==> src/rtl/lock_sequencer_pkg.sv <==
// Shared types and defaults for the push-button code lock sequencer.
package lock_pkg;

    // FSM encoding; the values are fixed so the state can be decoded externally.
    typedef enum logic [2:0] {
        ST_IDLE    = 3'd0,
        ST_ENTRY   = 3'd1,
        ST_CHECK   = 3'd2,
        ST_OPEN    = 3'd3,
        ST_PROGRAM = 3'd4,
        ST_LOCKOUT = 3'd5
    } state_e;

    localparam logic DIGIT_ON  = 1'b1;
    localparam logic DIGIT_OFF = 1'b0;

    localparam int         DEF_CODE_LEN      = 5;
    localparam logic [4:0] DEF_CODE          = 5'b01011;
    localparam int         DEF_MAX_FAIL      = 3;
    localparam int         DEF_LOCKOUT_TICKS = 10;
    localparam int         DEF_OPEN_TICKS    = 5;
    localparam int         DEF_ENTRY_TIMEOUT = 4;

    // Width of the shared phase timer; wide enough for every tick count above.
    localparam int TIMER_W = 8;

    // A digit counts only when exactly one of the two pulses is present.
    function automatic logic digit_valid(input logic on_p, input logic off_p);
        return on_p ^ off_p;
    endfunction

endpackage

==> src/rtl/lock_sequencer_if.sv <==
// Pulse inputs and status outputs of the lock sequencer.
interface lock_sequencer_if;
    logic       tick;
    logic       onpulse;
    logic       offpulse;
    logic       prog_req;
    logic       unlocked;
    logic       prog_mode;
    logic       lockout;
    logic [2:0] fail_cnt;
    logic [2:0] digit_cnt;

    modport master (
        output tick, onpulse, offpulse, prog_req,
        input  unlocked, prog_mode, lockout, fail_cnt, digit_cnt
    );

    modport slave (
        input  tick, onpulse, offpulse, prog_req,
        output unlocked, prog_mode, lockout, fail_cnt, digit_cnt
    );
endinterface

==> src/rtl/lock_sequencer_tick_timer.sv <==
// Down-counter paced by the divider tick; done fires on the tick that
// consumes the last count, so a phase loaded with K lasts K ticks.
module tick_timer
    import lock_pkg::*;
(
    input  logic               clk,
    input  logic               reset,
    input  logic               load_i,
    input  logic [TIMER_W-1:0] value_i,
    input  logic               tick_i,
    output logic               done_o
);

    logic [TIMER_W-1:0] cnt_q;

    // Load has priority over counting; the count parks at zero.
    always_ff @(posedge clk or posedge reset) begin
        if (reset) begin
            cnt_q <= '0;
        end else if (load_i) begin
            cnt_q <= value_i;
        end else if (tick_i && (cnt_q != '0)) begin
            cnt_q <= cnt_q - TIMER_W'(1);
        end
    end

    assign done_o = tick_i && (cnt_q == TIMER_W'(1));

endmodule

==> src/rtl/lock_sequencer.sv <==
// Code-entry sequencer: collects digits, checks them against a programmable
// code, counts failures, enforces lockout and auto-relocks.
module lock_sequencer
    import lock_pkg::*;
#(
    parameter int                  CODE_LEN      = DEF_CODE_LEN,
    parameter logic [CODE_LEN-1:0] DEFAULT_CODE  = DEF_CODE,
    parameter int                  MAX_FAIL      = DEF_MAX_FAIL,
    parameter int                  LOCKOUT_TICKS = DEF_LOCKOUT_TICKS,
    parameter int                  OPEN_TICKS    = DEF_OPEN_TICKS,
    parameter int                  ENTRY_TIMEOUT = DEF_ENTRY_TIMEOUT
)(
    input  logic             clk,
    input  logic             reset,
    lock_sequencer_if.slave  bus
);

    state_e              state_q, state_d;
    logic [CODE_LEN-1:0] entry_sr_q, code_reg_q;
    logic [2:0]          digit_cnt_q, fail_cnt_q;
    logic                unlocked_q, prog_mode_q, lockout_q;

    logic                digit_v_s, digit_s, last_digit_s, code_match_s;
    logic [CODE_LEN-1:0] shifted_s;
    logic                timer_load_s, timer_done_s;
    logic [TIMER_W-1:0]  timer_val_s;

    assign digit_v_s    = digit_valid(bus.onpulse, bus.offpulse);
    assign digit_s      = bus.onpulse ? DIGIT_ON : DIGIT_OFF;
    assign last_digit_s = (digit_cnt_q == 3'(CODE_LEN - 1));
    assign code_match_s = (entry_sr_q == code_reg_q);
    assign shifted_s    = {entry_sr_q[CODE_LEN-2:0], digit_s};

    // Next-state decode; digits beat timeouts and prog_req beats relock.
    always_comb begin
        state_d = state_q;
        case (state_q)
            ST_IDLE: begin
                if (digit_v_s) state_d = ST_ENTRY;
                else           state_d = ST_IDLE;
            end
            ST_ENTRY: begin
                if (digit_v_s)         state_d = last_digit_s ? ST_CHECK : ST_ENTRY;
                else if (timer_done_s) state_d = ST_IDLE;
                else                   state_d = ST_ENTRY;
            end
            ST_CHECK: begin
                if (code_match_s)                              state_d = ST_OPEN;
                else if ((fail_cnt_q + 3'd1) == 3'(MAX_FAIL))  state_d = ST_LOCKOUT;
                else                                           state_d = ST_IDLE;
            end
            ST_OPEN: begin
                if (bus.prog_req)      state_d = ST_PROGRAM;
                else if (timer_done_s) state_d = ST_IDLE;
                else                   state_d = ST_OPEN;
            end
            ST_PROGRAM: begin
                if (digit_v_s)         state_d = last_digit_s ? ST_IDLE : ST_PROGRAM;
                else if (timer_done_s) state_d = ST_IDLE;
                else                   state_d = ST_PROGRAM;
            end
            ST_LOCKOUT: begin
                if (timer_done_s) state_d = ST_IDLE;
                else              state_d = ST_LOCKOUT;
            end
            default: state_d = ST_IDLE;
        endcase
    end

    // Timer reload: on every state change and on each accepted entry digit.
    always_comb begin
        timer_val_s = '0;
        case (state_d)
            ST_ENTRY, ST_PROGRAM: timer_val_s = TIMER_W'(ENTRY_TIMEOUT);
            ST_OPEN:              timer_val_s = TIMER_W'(OPEN_TICKS);
            ST_LOCKOUT:           timer_val_s = TIMER_W'(LOCKOUT_TICKS);
            default:              timer_val_s = '0;
        endcase
        if ((state_d != state_q) ||
            (digit_v_s && ((state_q == ST_ENTRY) || (state_q == ST_PROGRAM)))) begin
            timer_load_s = 1'b1;
        end else begin
            timer_load_s = 1'b0;
        end
    end

    tick_timer u_timer (
        .clk     (clk),
        .reset   (reset),
        .load_i  (timer_load_s),
        .value_i (timer_val_s),
        .tick_i  (bus.tick),
        .done_o  (timer_done_s)
    );

    // Sequencer state, shift register, counters and registered Moore outputs.
    always_ff @(posedge clk or posedge reset) begin
        if (reset) begin
            state_q     <= ST_IDLE;
            entry_sr_q  <= '0;
            code_reg_q  <= DEFAULT_CODE;
            digit_cnt_q <= 3'd0;
            fail_cnt_q  <= 3'd0;
            unlocked_q  <= 1'b0;
            prog_mode_q <= 1'b0;
            lockout_q   <= 1'b0;
        end else begin
            state_q     <= state_d;
            unlocked_q  <= (state_d == ST_OPEN);
            prog_mode_q <= (state_d == ST_PROGRAM);
            lockout_q   <= (state_d == ST_LOCKOUT);
            case (state_q)
                ST_IDLE: begin
                    if (digit_v_s) begin
                        entry_sr_q  <= shifted_s;
                        digit_cnt_q <= 3'd1;
                    end
                end
                ST_ENTRY: begin
                    if (digit_v_s) begin
                        entry_sr_q  <= shifted_s;
                        digit_cnt_q <= digit_cnt_q + 3'd1;
                    end else if (timer_done_s) begin
                        digit_cnt_q <= 3'd0;
                    end
                end
                ST_CHECK: begin
                    digit_cnt_q <= 3'd0;
                    if (code_match_s) fail_cnt_q <= 3'd0;
                    else              fail_cnt_q <= fail_cnt_q + 3'd1;
                end
                ST_OPEN: begin
                    if (bus.prog_req) digit_cnt_q <= 3'd0;
                end
                ST_PROGRAM: begin
                    if (digit_v_s) begin
                        entry_sr_q <= shifted_s;
                        if (last_digit_s) begin
                            code_reg_q  <= shifted_s;
                            digit_cnt_q <= 3'd0;
                        end else begin
                            digit_cnt_q <= digit_cnt_q + 3'd1;
                        end
                    end else if (timer_done_s) begin
                        digit_cnt_q <= 3'd0;
                    end
                end
                ST_LOCKOUT: begin
                    if (timer_done_s) fail_cnt_q <= 3'd0;
                end
                default: begin
                    digit_cnt_q <= 3'd0;
                end
            endcase
        end
    end

    assign bus.unlocked  = unlocked_q;
    assign bus.prog_mode = prog_mode_q;
    assign bus.lockout   = lockout_q;
    assign bus.fail_cnt  = fail_cnt_q;
    assign bus.digit_cnt = digit_cnt_q;

endmodule

==> src/flat_wrapper.sv <==
// flat-port wrapper written by rule: the top's interface ports become plain ports
module lock_sequencer_flat import lock_pkg::*;
#(
    parameter int                  CODE_LEN      = DEF_CODE_LEN,
    parameter logic [CODE_LEN-1:0] DEFAULT_CODE  = DEF_CODE,
    parameter int                  MAX_FAIL      = DEF_MAX_FAIL,
    parameter int                  LOCKOUT_TICKS = DEF_LOCKOUT_TICKS,
    parameter int                  OPEN_TICKS    = DEF_OPEN_TICKS,
    parameter int                  ENTRY_TIMEOUT = DEF_ENTRY_TIMEOUT
)
  (clk, reset, bus_tick, bus_onpulse, bus_offpulse, bus_prog_req, bus_unlocked, bus_prog_mode, bus_lockout, bus_fail_cnt, bus_digit_cnt);
  lock_sequencer_if bus_i ();
  input  logic clk;
  input  logic reset;
  input wire logic [$bits(bus_i.tick)-1:0] bus_tick;
  input wire logic [$bits(bus_i.onpulse)-1:0] bus_onpulse;
  input wire logic [$bits(bus_i.offpulse)-1:0] bus_offpulse;
  input wire logic [$bits(bus_i.prog_req)-1:0] bus_prog_req;
  output wire logic [$bits(bus_i.unlocked)-1:0] bus_unlocked;
  output wire logic [$bits(bus_i.prog_mode)-1:0] bus_prog_mode;
  output wire logic [$bits(bus_i.lockout)-1:0] bus_lockout;
  output wire logic [$bits(bus_i.fail_cnt)-1:0] bus_fail_cnt;
  output wire logic [$bits(bus_i.digit_cnt)-1:0] bus_digit_cnt;
  assign bus_i.tick = bus_tick;
  assign bus_i.onpulse = bus_onpulse;
  assign bus_i.offpulse = bus_offpulse;
  assign bus_i.prog_req = bus_prog_req;
  assign bus_unlocked = bus_i.unlocked;
  assign bus_prog_mode = bus_i.prog_mode;
  assign bus_lockout = bus_i.lockout;
  assign bus_fail_cnt = bus_i.fail_cnt;
  assign bus_digit_cnt = bus_i.digit_cnt;
  lock_sequencer #(.CODE_LEN(CODE_LEN), .DEFAULT_CODE(DEFAULT_CODE), .MAX_FAIL(MAX_FAIL), .LOCKOUT_TICKS(LOCKOUT_TICKS), .OPEN_TICKS(OPEN_TICKS), .ENTRY_TIMEOUT(ENTRY_TIMEOUT)) u_core (.clk(clk), .reset(reset), .bus(bus_i));
endmodule
==> config.mk <==
export PLATFORM = sky130hd
export DESIGN_NAME = lock_sequencer_flat
export DESIGN_NICKNAME = d
export VERILOG_FILES = /design/src/rtl/lock_sequencer_pkg.sv /design/src/rtl/lock_sequencer_if.sv /design/src/rtl/lock_sequencer_tick_timer.sv /design/src/rtl/lock_sequencer.sv /design/src/flat_wrapper.sv
export SDC_FILE = /design/constraint.sdc
export NUM_CORES = 1
export LEC_CHECK = 0
export CAP_MARGIN = 20
export CORE_ASPECT_RATIO = 0.8
export CORE_MARGIN = 5
export CORE_UTILIZATION = 40
export DETAILED_ROUTE_END_ITERATION = 8
export PLACE_DENSITY = 0.59
export RECOVER_POWER = 50
export SETUP_SLACK_MARGIN = 0.15
export SYNTH_ARGS = -nofsm -noshare
export SYNTH_HDL_FRONTEND = slang
export SYNTH_SLANG_ARGS = --single-unit
==> constraint.sdc <==
create_clock -name clk -period 2.6 [get_ports clk]
set_clock_uncertainty 0.1 [all_clocks]
set_input_delay 0.39 -clock clk [delete_from_list [all_inputs] [get_ports clk]]
set_output_delay 0.39 -clock clk [all_outputs]
set_load 0.02 [all_outputs]
Word level (Yosys, flattened, before mapping)
Index checks and enable logic that the tools add are counted.
{"block": "totals", "reg_bits": 30, "latch_bits": 0, "ram_bits": 0, "romBits": 0, "inputBits": 6, "output_inout_bits": 9, "word_cells": 74, "n_memories": 0}
{"block": "op_classes", "n_addsub": 3, "n_mul": 0, "n_div": 0, "magnitude_cmp": 0, "n_eq_ne": 17, "shifts": 0, "muxes": 28, "bitwise_logic": 2, "n_reduce_logical": 15}
{"operator": "2-to-1 mux 3 bit", "count": 16}
{"operator": "case mux 3 bit (6 select lines)", "count": 1}
{"operator": "2-to-1 mux 8 bit", "count": 2}
{"operator": "equality test 3 bit, second input constant", "count": 5}
{"operator": "case mux 3 bit (5 select lines)", "count": 1}
{"operator": "equality test 3 x 2 -> 1 bit, second input constant", "count": 4}
{"operator": "case mux 4 bit (3 select lines)", "count": 1}
{"operator": "equality test 8 x 1 -> 1 bit, second input constant", "count": 1}
{"operator": "nonzero test 8 bit", "count": 1}
{"operator": "subtractor 8 x 1 -> 8 bit, second input constant", "count": 1}
{"operator": "adder 3 x 1 -> 3 bit, second input constant", "count": 2}
{"operator": "equality test 3 x 1 -> 1 bit, second input constant", "count": 2}
{"operator": "case mux 3 bit (2 select lines)", "count": 1}
{"operator": "AND reduction 3 bit", "count": 2}
{"operator": "equality test 5 bit", "count": 1}
{"operator": "2-to-1 mux 1 bit", "count": 4}
{"operator": "2-to-1 mux 2 bit", "count": 2}
{"operator": "inequality test 2 x 1 -> 1 bit, second input constant", "count": 2}
{"operator": "AND reduction 2 bit", "count": 2}
{"operator": "nonzero test 2 bit", "count": 2}
{"operator": "logical AND 1 bit", "count": 3}
{"operator": "zero test 3 bit", "count": 1}
{"operator": "inequality test 3 bit", "count": 1}
{"operator": "OR reduction 3 bit", "count": 1}
{"operator": "other kinds (5)", "count": 6}

Depth between registers and ports, before layout
{"block": "logic_depth", "ltp_word": 9, "ltp_mapped": 9, "depth_no_buf": 9}

Modules after synthesis
From an unflattened synthesis, not the netlist that was laid out.
{"block": "unflattened", "cells_unflattened": 200, "area_unflattened_um2": 1890.6}
{"mod": "lock_sequencer", "n_inst": 1, "cells_each": 128, "area_per_inst_um2": 1276.2, "seq_area_each_um2": 554.3}
{"mod": "tick_timer", "n_inst": 1, "cells_each": 72, "area_per_inst_um2": 614.3, "seq_area_each_um2": 200.2}

Worst setup path before layout
Ideal clock, no wire load.
{"block": "synth_path", "kind": "register -> register", "from": "reg u_core.fail_cnt_q[0], in the netlist u_core.bus.fail_cnt[0]", "to": "reg u_core.u_timer.cnt_q[2]", "setup_ps": 82, "arrival_ps": 1997, "t_required_ps": 2418, "setup_slack_ps": 421, "path_stages_with_launch": 9, "path_buffers": 0, "synth_period_minus_slack_ps": 2179, "cell_sequence": "dfrtp_1 > ha_1 > xnor2_1 > and3_1 > a31oi_4 > and4_4 > inv_2 > or3_1 > a31oi_1"}
{"block": "synth_via", "elab_chain_len": 9, "elab_cells_between_ends": 16, "classes_between": "add/sub (1); eq/ne (6); mux (6); reduce/logical (3)"}
{"element": "start: declaration", "line": "lock_sequencer.sv:20", "text": "logic [2:0] digit_cnt_q, fail_cnt_q;"}
{"element": "start signal: assignment", "line": "lock_sequencer.sv:130", "text": "else fail_cnt_q <= fail_cnt_q + 3'd1;"}
{"element": "adder 3 x 1 -> 3 bit (*)", "line": "lock_sequencer.sv:49", "text": "else if ((fail_cnt_q + 3'd1) == 3'(MAX_FAIL)) state_d = ST_LOCKOUT;"}
{"element": "equality test 3 x 2 -> 1 bit (*)", "line": "lock_sequencer.sv:49"}
{"element": "2-to-1 mux 3 bit (*)", "line": "lock_sequencer.sv:49"}
{"element": "2-to-1 mux 3 bit (*)", "line": "lock_sequencer.sv:48", "text": "if (code_match_s) state_d = ST_OPEN;"}
{"element": "case mux 3 bit (6 select lines) (*)", "line": "lock_sequencer.sv:37", "text": "case (state_q)"}
{"element": "net u_core.state_d[0]", "line": "lock_sequencer.sv:18", "text": "state_e state_q, state_d;"}
{"element": "equality test 3 x 1 -> 1 bit, or another cell as far along", "line": "lock_sequencer.sv:73", "text": "case (state_d)"}
{"element": "OR reduction 2 bit or logical OR 1 bit (tied branches)", "line": "lock_sequencer.sv:73, lock_sequencer.sv:79"}
{"element": "case mux 4 bit (3 select lines) or 2-to-1 mux 1 bit (tied branches)", "line": "lock_sequencer.sv:73, lock_sequencer.sv:79"}
{"element": "2-to-1 mux 8 bit or nonzero test 2 bit (tied branches)"}
{"element": "end signal: assignment", "line": "lock_sequencer_tick_timer.sv:21", "text": "cnt_q <= value_i;"}
{"element": "end signal: assignment", "line": "lock_sequencer_tick_timer.sv:23", "text": "cnt_q <= cnt_q - TIMER_W'(1);"}
{"element": "end: declaration", "line": "lock_sequencer_tick_timer.sv:14", "text": "logic [TIMER_W-1:0] cnt_q;"}
Mark *: on every way through the listed nets, which the timed path passes. The rest lies on a longest branch.
A chain may end at the register's enable or synchronous reset.

Final worst setup path
{"block": "layout_path", "from": "in bus_offpulse", "to": "reg u_core.u_timer.cnt_q[2]"}
{"block": "layout_via", "elab_chain_len": 7, "elab_cells_between_ends": 17, "classes_between": "eq/ne (5); mux (7); bitwise (1); reduce/logical (4)"}
{"element": "start: declaration", "line": "flat_wrapper.sv:17", "text": "input wire logic [$bits(bus_i.offpulse)-1:0] bus_offpulse;"}
{"element": "XOR 1 bit (*)", "line": "lock_sequencer_pkg.sv:29", "text": "return on_p ^ off_p;"}
{"element": "2-to-1 mux 3 bit, or another cell as far along", "line": "lock_sequencer.sv:58", "text": "if (digit_v_s) state_d = last_digit_s ? ST_IDLE : ST_PROGRAM;"}
{"element": "case mux 3 bit (6 select lines) (*)", "line": "lock_sequencer.sv:37"}
{"element": "net u_core.state_d[0]", "line": "lock_sequencer.sv:18"}
{"element": "equality test 3 x 1 -> 1 bit, or another cell as far along", "line": "lock_sequencer.sv:73"}
{"element": "OR reduction 2 bit or logical OR 1 bit (tied branches)", "line": "lock_sequencer.sv:73, lock_sequencer.sv:79"}
{"element": "case mux 4 bit (3 select lines) or 2-to-1 mux 1 bit (tied branches)", "line": "lock_sequencer.sv:73, lock_sequencer.sv:79"}
{"element": "2-to-1 mux 8 bit or nonzero test 2 bit (tied branches)"}
Marks and branches as above.

==> results.sh <==
export IMPL_post_cts_buffers=0
export IMPL_drt_initial_drc_count=180
export IMPL_ys_ff_latch=30
export IMPL_track_usage_pct=14.1
export IMPL_critPathCaptureType="flop"
export IMPL_dp_hpwl_um=3050
export IMPL_dieArea_um2=6050
export IMPL_utilization_pct=49.7
export IMPL_muxShareOfSynthArea_pct=5.52
export IMPL_portBuffers=14
export IMPL_netlist_area_leader_share_pct=36.8
export IMPL_core_rowCount=22
export IMPL_first_pass_iters=4
export IMPL_ant_nets=0
export IMPL_antenna_found_initial=0
export IMPL_worst_setup_path_start_kind="input port"
export IMPL_finalNonFillerCells=285
export IMPL_rsz0062_at_grt="yes"
export IMPL_relSlewSlack_pct=-6.04
export IMPL_hold_path_class="flop to flop"
export IMPL_synth_xor_area_share_pct=6.61
export IMPL_outcome="finished, violations left"
export IMPL_ys_types=51
export IMPL_crit_fanout=3
export IMPL_clk_latency_ns=0.29
export IMPL_leakagePower_nw=1.02
export IMPL_htree_levels=2
export IMPL_postSynthAreaPerCell_um2=9.51
export IMPL_core_area_um2=4510
export IMPL_grt_pass1_vias=1437
export IMPL_cts_tree="built"
export IMPL_ir_drop_uv=590
export IMPL_power_w=0.00261
export IMPL_max_freq_ghz=0.420
export IMPL_place_area_um2=2140
export IMPL_gp_congestion=0.889
export IMPL_vias_per_cell=5.37
export IMPL_clockBufferDepth=2
export IMPL_critPathArrivalTime_ns=2.49
export IMPL_nFillCells=438
export IMPL_synth_simple_area_share_pct=20.7
export IMPL_layout_commonest_cell="dfrtp_1"
export IMPL_synth_nets=206
export IMPL_io_pins=15
export IMPL_finalInstanceArea_um2=2240
export IMPL_cp_required_ns=2.71
export IMPL_grt_overflow=0
export IMPL_fp_dieH_um=70.6
export IMPL_diodes=0
export IMPL_setup_viol=0
export IMPL_ctsResizeCount=0
export IMPL_cts_buffers=5
export IMPL_num_vias=1531
export IMPL_crit_type="input port to flop"
export IMPL_wire_per_inst_um=14.2
export IMPL_final_hold_viol_count=0
export IMPL_clk_root_buffer_cell="clkbuf_8"
export IMPL_synth_edf_count=0
export IMPL_die_w_um=85.7
export IMPL_synth_warnings=0
export IMPL_routed_wl_um=4050
export IMPL_yosys_area_top_type="dfrtp_1"
export IMPL_final_cell_mix="27 x dfrtp_1, 18 x nand2_1, 17 x nor2_1, 14 x a21oi_1, 13 x buf_4"
export IMPL_synth_area_leaders="dfrtp_1 37%, mux2_2 5.5%, ha_1 4.8%"
export IMPL_dp_cells=277
export IMPL_cts_clk_slew_worst_paths_ns=0.07
export IMPL_failed_checks="max-capacitance violations, max-slew violations"
export IMPL_drive_above_1_share_pct=19.1
export IMPL_period_needed_ns=2.38
export IMPL_initial_core_util_pct=40.7
export IMPL_synthFlopType="dfrtp_1"
export IMPL_finalMaxSlewViolations=31
export IMPL_areaGrowthSynthToFinish_pct=22.2
export IMPL_seq_area_frac_synth_pct=41.1
export IMPL_route_detailed_drc=0
export IMPL_synth_top_family_by_area="simple AND/OR/NAND/NOR gates"
export IMPL_async_flop_share_pct=100
export IMPL_grt_pass1_wl_um=6750
export IMPL_max_cap_violations=1
export IMPL_tightest_slew_ns=1.59
export IMPL_synthAdderAreaFrac_pct=4.77
export IMPL_grt_max_degree=31
export IMPL_pwr_density_cell_nw_per_um2=1160
export IMPL_nets=237
export IMPL_cts_num_sinks=30
export IMPL_synth_compound_area_share_pct=18.1
export IMPL_cts_hold_buf=0
export IMPL_synth_cells=193
export IMPL_synth_area_um2=1840
export IMPL_period_share_pct=91.6
export IMPL_setup_tns_final_ns=0
==> stage by stage <==
stage | setup WS, ns | hold slack, ns
after floorplan | 0.421 | 0.379
after global placement | -0.0696 | 0.412
after detailed placement | -0.142 | 0.425
after CTS | 0.153 | 0.385
after global routing | 0.110 | 0.461
final | 0.218 | 0.434
==> layer usage <==
metal	GRT usage (%)	up-vias	routed length (um)	part of all wire, %
met2	20.3	43	1800	44
met4	4.92	0	62	1.5
met1	19.6	725	1960	48
met3	5.01	11	227	5.6
li1	-	752	-	-
met5	0	-	0	0
==> cells in the mapped netlist, drive strengths merged (4+ instances only) <==
master / n
nand2b: 5
inv: 12
o21ai: 11
nor2: 17
dfrtp: 27
nand2: 18
a31oi: 4
nor3: 6
ha: 7
mux2: 9
xnor2: 4
xor2: 9
a21oi: 14
nand3: 7
==> worst paths after layout <==
check | startpoint | endpoint | cells past startpoint | slack, ns
worst max-delay path | bus_offpulse | u_core.u_timer.cnt_q[2] | 9 | 0.22
worst min-delay path | u_core.code_reg_q[4] | u_core.code_reg_q[4] | 1 | 0.43
worst max register to register | u_core.u_timer.cnt_q[1] | u_core.u_timer.cnt_q[2] | 9 | 0.23
min in group asynchronous | reset | u_core.bus.fail_cnt[1] | 3 | 0.85
max in group asynchronous | reset | u_core.entry_sr_q[1] | 3 | 0.62
worst min register to register | u_core.code_reg_q[4] | u_core.code_reg_q[4] | 1 | 0.43
==> sequential cells by signal, indices dropped and copies added (netlist names) <==
register	flops
u_core.bus.prog_mode	1
u_core.state_q	3
u_core.bus.lockout	1
u_core.bus.digit_cnt	3
u_core.bus.unlocked	1
u_core.entry_sr_q	5
u_core.u_timer.cnt_q	8
u_core.bus.fail_cnt	3
u_core.code_reg_q	5
==> cells by family (layout without fill, tap and decap cells) <==
kind of cell             after synthesis  count (layout)
AO/OA/AOI/OAI                         49              49
XOR/XNOR                              13              13
adder cells (fa/ha/maj)                7               7
buffers and inverters                 16              48
flip-flops                            30              30
multiplexers                           9               9
AND/OR/NAND/NOR                       69              69
==> worst max-delay path: stages <==
cell and delay, ns:
clkdlybuf4s50_1 0.55, buf_4 0.15, xor2_2 0.20, nand3_4 0.13, a31oi_4 0.21, and4_4 0.27, inv_2 0.04, or3_1 0.38
a31oi_1 0.17
==> final cells by class <==
class / instances / area, um2 / share of cell area (%)
timing repair buffer: 28 / 241 / 10.8
inverter: 12 / 45.0 / 2.01
sequential: 30 / 754 / 33.6
multi-input combinational: 147 / 1030 / 46.0
clock buffer: 6 / 82.6 / 3.68
tap: 60 / 75.1 / 3.35
clock inverter: 2 / 12.5 / 0.558
==> where the power goes <==
group / internal (W) / switching, W
Combinational: 0.000627 / 0.000722
Clock: 0.000213 / 0.000189
Sequential: 0.000657 / 0.000202
(Power assumes the default switching activity.)
